--- src/rtl/sfx_pkg.sv ---
// Shared types and note ROM for the sound-effect sequencer.
// The optional macro SFX_PRIORITY_EN is consumed by sfx_sequencer, not by this package.
package sfx_pkg;

  localparam int unsigned HALF_W    = 16;
  localparam int unsigned DUR_W     = 8;
  localparam int unsigned ID_W      = 2;
  localparam int unsigned IDX_W     = 2;
  localparam int unsigned ROM_DEPTH = 16;

  // One note: synth half-period (0 = rest), length in duration units, end-of-effect flag
  typedef struct packed {
    logic [HALF_W-1:0] half;
    logic [DUR_W-1:0]  dur;
    logic              last;
  } note_t;

  typedef enum logic [ID_W-1:0] {
    PADDLE = 2'd0,
    BRICK  = 2'd1,
    WALL   = 2'd2,
    LIFE   = 2'd3
  } effect_e;

  typedef enum logic [1:0] {
    IDLE = 2'd0,
    LOAD = 2'd1,
    PLAY = 2'd2
  } state_e;

  // Indexed by {effect, note}; unreachable slots are silent single-unit terminators
  localparam note_t NOTE_ROM [ROM_DEPTH] = '{
    '{16'd1135, 8'd30,  1'b1},
    '{16'd0,    8'd1,   1'b1},
    '{16'd0,    8'd1,   1'b1},
    '{16'd0,    8'd1,   1'b1},
    '{16'd851,  8'd20,  1'b0},
    '{16'd567,  8'd40,  1'b1},
    '{16'd0,    8'd1,   1'b1},
    '{16'd0,    8'd1,   1'b1},
    '{16'd1702, 8'd15,  1'b1},
    '{16'd0,    8'd1,   1'b1},
    '{16'd0,    8'd1,   1'b1},
    '{16'd0,    8'd1,   1'b1},
    '{16'd1135, 8'd100, 1'b0},
    '{16'd0,    8'd50,  1'b0},
    '{16'd1516, 8'd100, 1'b0},
    '{16'd2272, 8'd200, 1'b1}
  };

endpackage

--- src/rtl/pulse_prescaler.sv ---
// Wrapping 0..DIV-1 counter that strobes PULSE for the cycle it sits at DIV-1.
module pulse_prescaler #(
  parameter int unsigned DIV = 50
) (
  input  logic CLK,
  input  logic RESET_N,
  input  logic CLEAR,
  output logic PULSE
);

  localparam int unsigned CNT_W = (DIV > 1) ? $clog2(DIV) : 1;

  logic [CNT_W-1:0] count;

  // Count and wrap; CLEAR restarts the phase from 0 on the next cycle
  always_ff @(posedge CLK) begin
    if (!RESET_N || CLEAR) begin
      count <= '0;
    end else if (count == CNT_W'(DIV - 1)) begin
      count <= '0;
    end else begin
      count <= count + CNT_W'(1);
    end
  end

  assign PULSE = (count == CNT_W'(DIV - 1));

endmodule

--- src/rtl/sfx_sequencer.sv ---
// Sound-effect sequencer: plays ROM note lists into the square-wave synth.
// Optional macro SFX_PRIORITY_EN: while busy, a trigger with a lower effect ID is ignored.
module sfx_sequencer
  import sfx_pkg::*;
#(
  parameter int unsigned TICK_DIV = 50,
  parameter int unsigned DUR_DIV  = 50000
) (
  input  logic              CLK,
  input  logic              RESET_N,
  input  logic              TRIGGER,
  input  logic [ID_W-1:0]   EFFECT_ID,
  output logic [HALF_W-1:0] HALF_PERIOD,
  output logic              SYNTH_ENABLE,
  output logic              ADVANCE_TICK,
  output logic              BUSY
);

  state_e           state;
  effect_e          id;
  logic [IDX_W-1:0] idx;
  logic [DUR_W-1:0] dur_cnt;
  note_t            note;
  logic             dur_pulse;
  logic             dur_clear;
  logic             accept;

  assign note      = NOTE_ROM[{id, idx}];
  assign dur_clear = (state == LOAD);

`ifdef SFX_PRIORITY_EN
  // Lower-ID requests cannot interrupt a playing effect
  assign accept = TRIGGER && ((state == IDLE) || (EFFECT_ID >= ID_W'(id)));
`else
  assign accept = TRIGGER;
`endif

  // Free-running synth tick
  pulse_prescaler #(.DIV(TICK_DIV)) u_tick (
    .CLK     (CLK),
    .RESET_N (RESET_N),
    .CLEAR   (1'b0),
    .PULSE   (ADVANCE_TICK)
  );

  // Duration-unit strobe, phase-aligned to the start of each note
  pulse_prescaler #(.DIV(DUR_DIV)) u_dur (
    .CLK     (CLK),
    .RESET_N (RESET_N),
    .CLEAR   (dur_clear),
    .PULSE   (dur_pulse)
  );

  // Sequencer FSM with registered synth-side outputs; an accepted trigger wins over everything
  always_ff @(posedge CLK) begin
    if (!RESET_N) begin
      state        <= IDLE;
      id           <= PADDLE;
      idx          <= '0;
      dur_cnt      <= '0;
      HALF_PERIOD  <= '0;
      SYNTH_ENABLE <= 1'b0;
      BUSY         <= 1'b0;
    end else if (accept) begin
      state        <= LOAD;
      id           <= effect_e'(EFFECT_ID);
      idx          <= '0;
      SYNTH_ENABLE <= 1'b0;
      BUSY         <= 1'b1;
    end else begin
      case (state)
        LOAD: begin
          HALF_PERIOD  <= note.half;
          dur_cnt      <= note.dur;
          SYNTH_ENABLE <= (note.half != '0);
          state        <= PLAY;
        end
        PLAY: begin
          if (dur_pulse) begin
            // dur of 0 decrements through 255 and so lasts 256 units
            if (dur_cnt == DUR_W'(1)) begin
              SYNTH_ENABLE <= 1'b0;
              if (note.last) begin
                state <= IDLE;
                BUSY  <= 1'b0;
              end else begin
                state <= LOAD;
                idx   <= idx + IDX_W'(1);
              end
            end else begin
              dur_cnt <= dur_cnt - DUR_W'(1);
            end
          end
        end
        default: begin
          SYNTH_ENABLE <= 1'b0;
          BUSY         <= 1'b0;
        end
      endcase
    end
  end

endmodule

--- config.mk ---
export PLATFORM = sky130hd
export DESIGN_NAME = sfx_sequencer
export DESIGN_NICKNAME = d
export VERILOG_FILES = /design/src/rtl/sfx_pkg.sv /design/src/rtl/pulse_prescaler.sv /design/src/rtl/sfx_sequencer.sv
export SDC_FILE = /design/constraint.sdc
export NUM_CORES = 1
export LEC_CHECK = 0
export CELL_PAD_IN_SITES_DETAIL_PLACEMENT = 0
export CELL_PAD_IN_SITES_GLOBAL_PLACEMENT = 1
export CORE_AREA = 5 5 100 74
export CTS_CLUSTER_DIAMETER = 120
export DETAILED_ROUTE_END_ITERATION = 16
export DIE_AREA = 0 0 105 79
export PLACE_DENSITY = 0.76
export SYNTH_ARGS = -nofsm -noshare
export SYNTH_HDL_FRONTEND = slang
export SYNTH_SLANG_ARGS = --single-unit
--- constraint.sdc ---
create_clock -name CLK -period 2.2 [get_ports CLK]
set_clock_uncertainty 0.2 [all_clocks]
set_input_delay 0.44 -clock CLK [delete_from_list [all_inputs] [get_ports CLK]]
set_output_delay 0.44 -clock CLK [all_outputs]
set_load 0.02 [all_outputs]
# After elaboration in Yosys (flattened, before gate mapping)
# Memories as Yosys holds them, arrays and structs flattened.
# Cells that the tools add are included.
# Widths: inputs -> output; s select.
# word_totals
ff_bits	54
in_bits	5
memories	1
rom_bits	400
# memory_table
name	depth	width	read_ports	rd_clocked_by_memory_dff	write_ports	line_no	source
(name not given)	16	25	1	0	0	sfx_sequencer.sv:28	assign note = NOTE_ROM[{id, idx}];
# op_classes
bitwise_logic	4
n_eq_ne	12
order_cmp	1
n_reduce_logical	15
n_mux	18
addsub	4
# op_table
operator	count
$mux 25	2
$add 16x1->16 const B	1
$eq 16x16->1 const B	1
$mux 8	2
$pmux 8 s2	1
$reduce_bool 16->1	1
$reduce_and 4->1	3
$ne 3x3->1 const B	3
$eq 8x1->1 const B	1
$mux 1	8
$ne 2x2->1 const B	4
$sub 8x1->8 const B	1
$add 6x1->6 const B	1
$eq 6x6->1 const B	1
$reduce_and 3->1	2
$reduce_or 2->1	3
$ge 5x5->1 const B	1
$not 4->5	1
$mux 2	2
$pmux 1 s2	2
$pmux 2 s2	1
$reduce_and 2->1	2
$not 1->1	3
$reduce_bool 3->1	1
6 further kinds	6

# Depth between registers and ports, before layout
# depth
word_depth	9
mapped_depth	8
ltp_nobuf	7

# By module
# A second synthesis with hierarchy kept.
# hier_totals
cells_unflattened	315
area_unflattened_um2	2730.1
# by_module_without_submodules
module	cells_each	area_each_um2	seq_area_each_um2	instances
sfx_sequencer	207	1642.8	560.5	1
pulse_prescaler at u_dur	80	799.5	320.3	1
pulse_prescaler at u_tick	28	287.8	120.1	1

# Worst setup path after synthesis
# No wires, ideal clock.
# synth_path
path_kind	flip-flop to flip-flop
startpoint	register u_dur.count[0]
endpoint	register u_dur.count[15]
required_ps	1885
arrival_time_ps	1585
path_stages_with_launch	8
n_path_buf	2
synth_period_minus_slack_ps	1900
path_slack_ps	300
path_cell_list	dfxtp_1 ha_1 and3_1 clkbuf_1 nand4_1 nand3_1 buf_4 nor2_1
# synth_between
elab_chain_len	2
word_cells_on_any_way	3
cone_classes	1 x add/sub; 1 x eq/ne; 1 x reduce/logical
# synth_rtl
item	line_no	source
start: declaration	pulse_prescaler.sv:13	logic [CNT_W-1:0] count;
start signal: assignment	pulse_prescaler.sv:22	count <= count + CNT_W'(1);
branches (longest 2 deep; another with $add 16x1->16)	--	
# Several ways; the timed one is not identified.
# A chain may end at the register's enable or synchronous reset.

# Worst setup path after layout
# layout_path
startpoint	register dur_cnt[1]
endpoint	register dur_cnt[6]
# layout_between
elab_chain_len	4
word_cells_on_any_way	7
cone_classes	1 x add/sub; 2 x eq/ne; 3 x mux; 1 x reduce/logical
# layout_rtl
item	line_no	source
start: declaration	sfx_sequencer.sv:22	logic [DUR_W-1:0] dur_cnt;
start signal: assignment	sfx_sequencer.sv:74	dur_cnt <= note.dur;
start signal: assignment	sfx_sequencer.sv:91	dur_cnt <= dur_cnt - DUR_W'(1);
$sub 8x1->8	sfx_sequencer.sv:91	
$mux 8	sfx_sequencer.sv:81	if (dur_cnt == DUR_W'(1)) begin
$mux 8	sfx_sequencer.sv:79	if (dur_pulse) begin
$pmux 8 s2	sfx_sequencer.sv:71	case (state)
# Parallel ways exist; a longest one is shown, timed or not. The select of a mux whose other input is x is not followed.

==> flow_summary.yaml <==
run_status:
  run_status: "finished clean"
synth:
  yosys_most_used_dff: "dfxtp_1"
  synth_top_area_share_pct: 37.91
  synth_simple_gate_area_share_pct: 28.20
  async_reset_ff_share_pct: 0
  yosysSeqAreaShare_pct: 37.91
  yosysUniqueCellTypes: 53
  synth_mux_area_share_pct: 1.564
  synth_compound_area_share_pct: 15.64
  synth_top_family_by_area: "simple AND/OR/NAND/NOR gates"
  synth_top_cell_by_area: "dfxtp_1"
  synth_edf_count: 0
  synth_seq_cells: 50
  synthAdderAreaFrac_pct: 4.739
  netlist_top_cells_count: "dfxtp_1 (50), nor2_1 (46), nand2_1 (35)"
  yosysMostFrequentCell: "dfxtp_1"
  syn-mean-instance-area_um2: 8.224
  synth-xor-area-share_pct: 6.635
  synthTopCellsByArea: "dfxtp_1 (38%), nor2_1 (6.5%), nand2_1 (5.0%)"
  synth_cells: 321
  syn_area_mm2: 0.002640
  ys_warn_count: 0
timing:
  rsz0062_at_grt: "false"
  fmax_mhz: 488.4
  fin_setup_tns_ps: 0
  setup_ws_ps: 152.6
  min_period_ps: 2047
  finalHoldViolCount: 0
  maxSlewViolCount: 0
  period_share_pct: 93.07
  setup_viol: 0
drt:
  wl_um: 6082
  final_antenna_net_count: 0
  drtPass1Iterations: 4
  vias_per_cell: 5.260
  drt_iter0_drc: 168
  vias: 2262
  wire_per_inst_um: 14.14
  drc: 0
clock_network:
  cts_sinks: 50
  holdBufCountCts: 0
  clock_latency_ps: 300
  clock_tree.root_cell: "clkbuf_8"
  htree_levels: 2
  cts_tree: "yes"
  cts_buffers: 5
  clockBufferDepth: 2
  path_clk_slew_ps: 90
global_route:
  antenna_found_initial: 0
  grtUsageTotal_pct: 15.25
  grt_pass1_vias: 2059
  grt_first_pass_wirelength_um: 10290
  grt_remaining_overflow: 0
  grt_max_degree: 20
power_and_ir_drop:
  peakVddDrop_mv: 0.2963
  p_leak_nw: 1.184
  p_per_area_mw_per_mm2: 590.7
setup_path:
  path_class: "reg2reg"
  worstPathRequired_ps: 2230
  crit_fanout: 5
  worstPathArrival_ps: 2080
  critPathLaunchType: "flop"
  ff2ff_setup_slack_ps: 150
  cp-end-kind: "flop"
  r2r_cells: 7
finish:
  design_area_mm2: 0.003077
  instances_no_fill: 430
  final_nets: 363
  fillCellCount: 660
  final_core_util_pct: 47.75
  layout-drive-gt1-share_pct: 9.742
  n_antenna_cell: 0
  area_delta_synth_final_pct: 16.54
floorplan:
  die_w_um: 105
  io_pins: 24
  initial_core_util_pct: 40.97
  rows: 25
  core_area_mm2: 0.006444
  die_height_um: 79
  dieArea_mm2: 0.008295
place:
  dpl_worst_slack_ps: 163.7
  place_area_mm2: 0.002964
  place_hpwl_um: 4513
  dp_cells: 421
  gp_congestion: 0.8709
  port_buffers: 19
flow_run:
  max-cap-violations: 0
min_path:
  hold_path.class: "reg2reg"
  hold_depth: 2
[report_power, final]
part	internal (W)	switching (W)
Combinational	0.0000957	0.000133
Sequential	0.000932	0.0000256
Clock	0.000340	0.000291
[worst paths after layout]
path               endpoint           start
max reg2reg      dur_cnt[6]      dur_cnt[1]
min          HALF_PERIOD[7]  HALF_PERIOD[7]
max              dur_cnt[6]      dur_cnt[1]
min reg2reg  HALF_PERIOD[7]  HALF_PERIOD[7]
[layer usage]
metal / global-route usage (%) / share of wire [%] / vias up
met4: 3.576 / 0.76 / 0
met2: 20.04 / 40 / 53
met3: 3.818 / 5.6 / 6
li1: - / - / 1166
met5: 0 / 0 / -
met1: 24.24 / 54 / 1037
[state kept, by name (all words and copies together), names as in the netlist]
name and cells:
BUSY 1, HALF_PERIOD 12, SYNTH_ENABLE 1, dur_cnt 8, id 2, idx 2
state 2, u_dur.count 16, u_tick.count 6
[through the flow]
stage	total power [W]	hold WS [ps]
2_1_floorplan	0.001133	226.0
3_3_place_gp	0.001207	241.2
3_5_place_dp	0.001205	246.7
4_1_cts	0.001842	267.6
5_1_grt	0.001923	282.1
6_report	0.001817	263.0
[layout by cell type, fill, tap and decap left out, types with 2 or more instances in the layout]
master,instances
inv_1,10
clkbuf_8,5
a31oi_1,5
o221ai_1,2
o211ai_1,2
nand2b_1,5
clkdlybuf4s50_1,18
mux2i_1,3
a21o_1,2
nand4_1,7
and2_1,2
a21boi_0,5
a211oi_1,2
o22ai_1,7
conb_1,4
and3_1,4
nand2_1,35
o211a_1,2
xor2_1,11
buf_4,17
dfxtp_1,50
nor2_1,46
and4_1,4
o21ai_0,14
a21oi_1,11
nand3_1,14
clkbuf_1,2
xnor2_1,9
nor2b_1,6
nor3_1,11
ha_1,10
[cells by family (layout without fill, tap and decap cells)]
group                    count (synthesis)  after routing
AND/OR/NAND/NOR                        147            147
AO/OA/AOI/OAI                           60             60
flip-flops                              50             50
buffers and inverters                   29             54
XOR/XNOR                                20             20
adder cells (fa/ha/maj)                 10             10
multiplexers                             4              4
other                                    1              4
[worst max-delay path, cell delays in order, from the launching register on]
cell	delay, ps
dfxtp_1	340
inv_1	80
ha_1	190
or4b_4	490
o211ai_4	270
nor2_2	80
and3_1	180
o22ai_1	150
[area by class of cell]
cell class / instances / area [µm²] / share of cell area [%]
Multi-Input combinational cell: 245 / 1514 / 49.21
Sequential cell: 50 / 1001 / 32.53
Timing Repair Buffer: 36 / 316.6 / 10.29
Tap cell: 81 / 101.3 / 3.294
Clock buffer: 7 / 76.32 / 2.481
Inverter: 10 / 37.54 / 1.220
Clock inverter: 1 / 30.03 / 0.9760
[timing repair]
action	4_1_cts	5_1_grt
endpoints found under the setup margin	1	4
gates resized for setup	1	0
buffers inserted	0	1
endpoints found under the hold margin	0	0
pin swaps	0	1
Note: power is estimated with default switching activity, not from simulation.
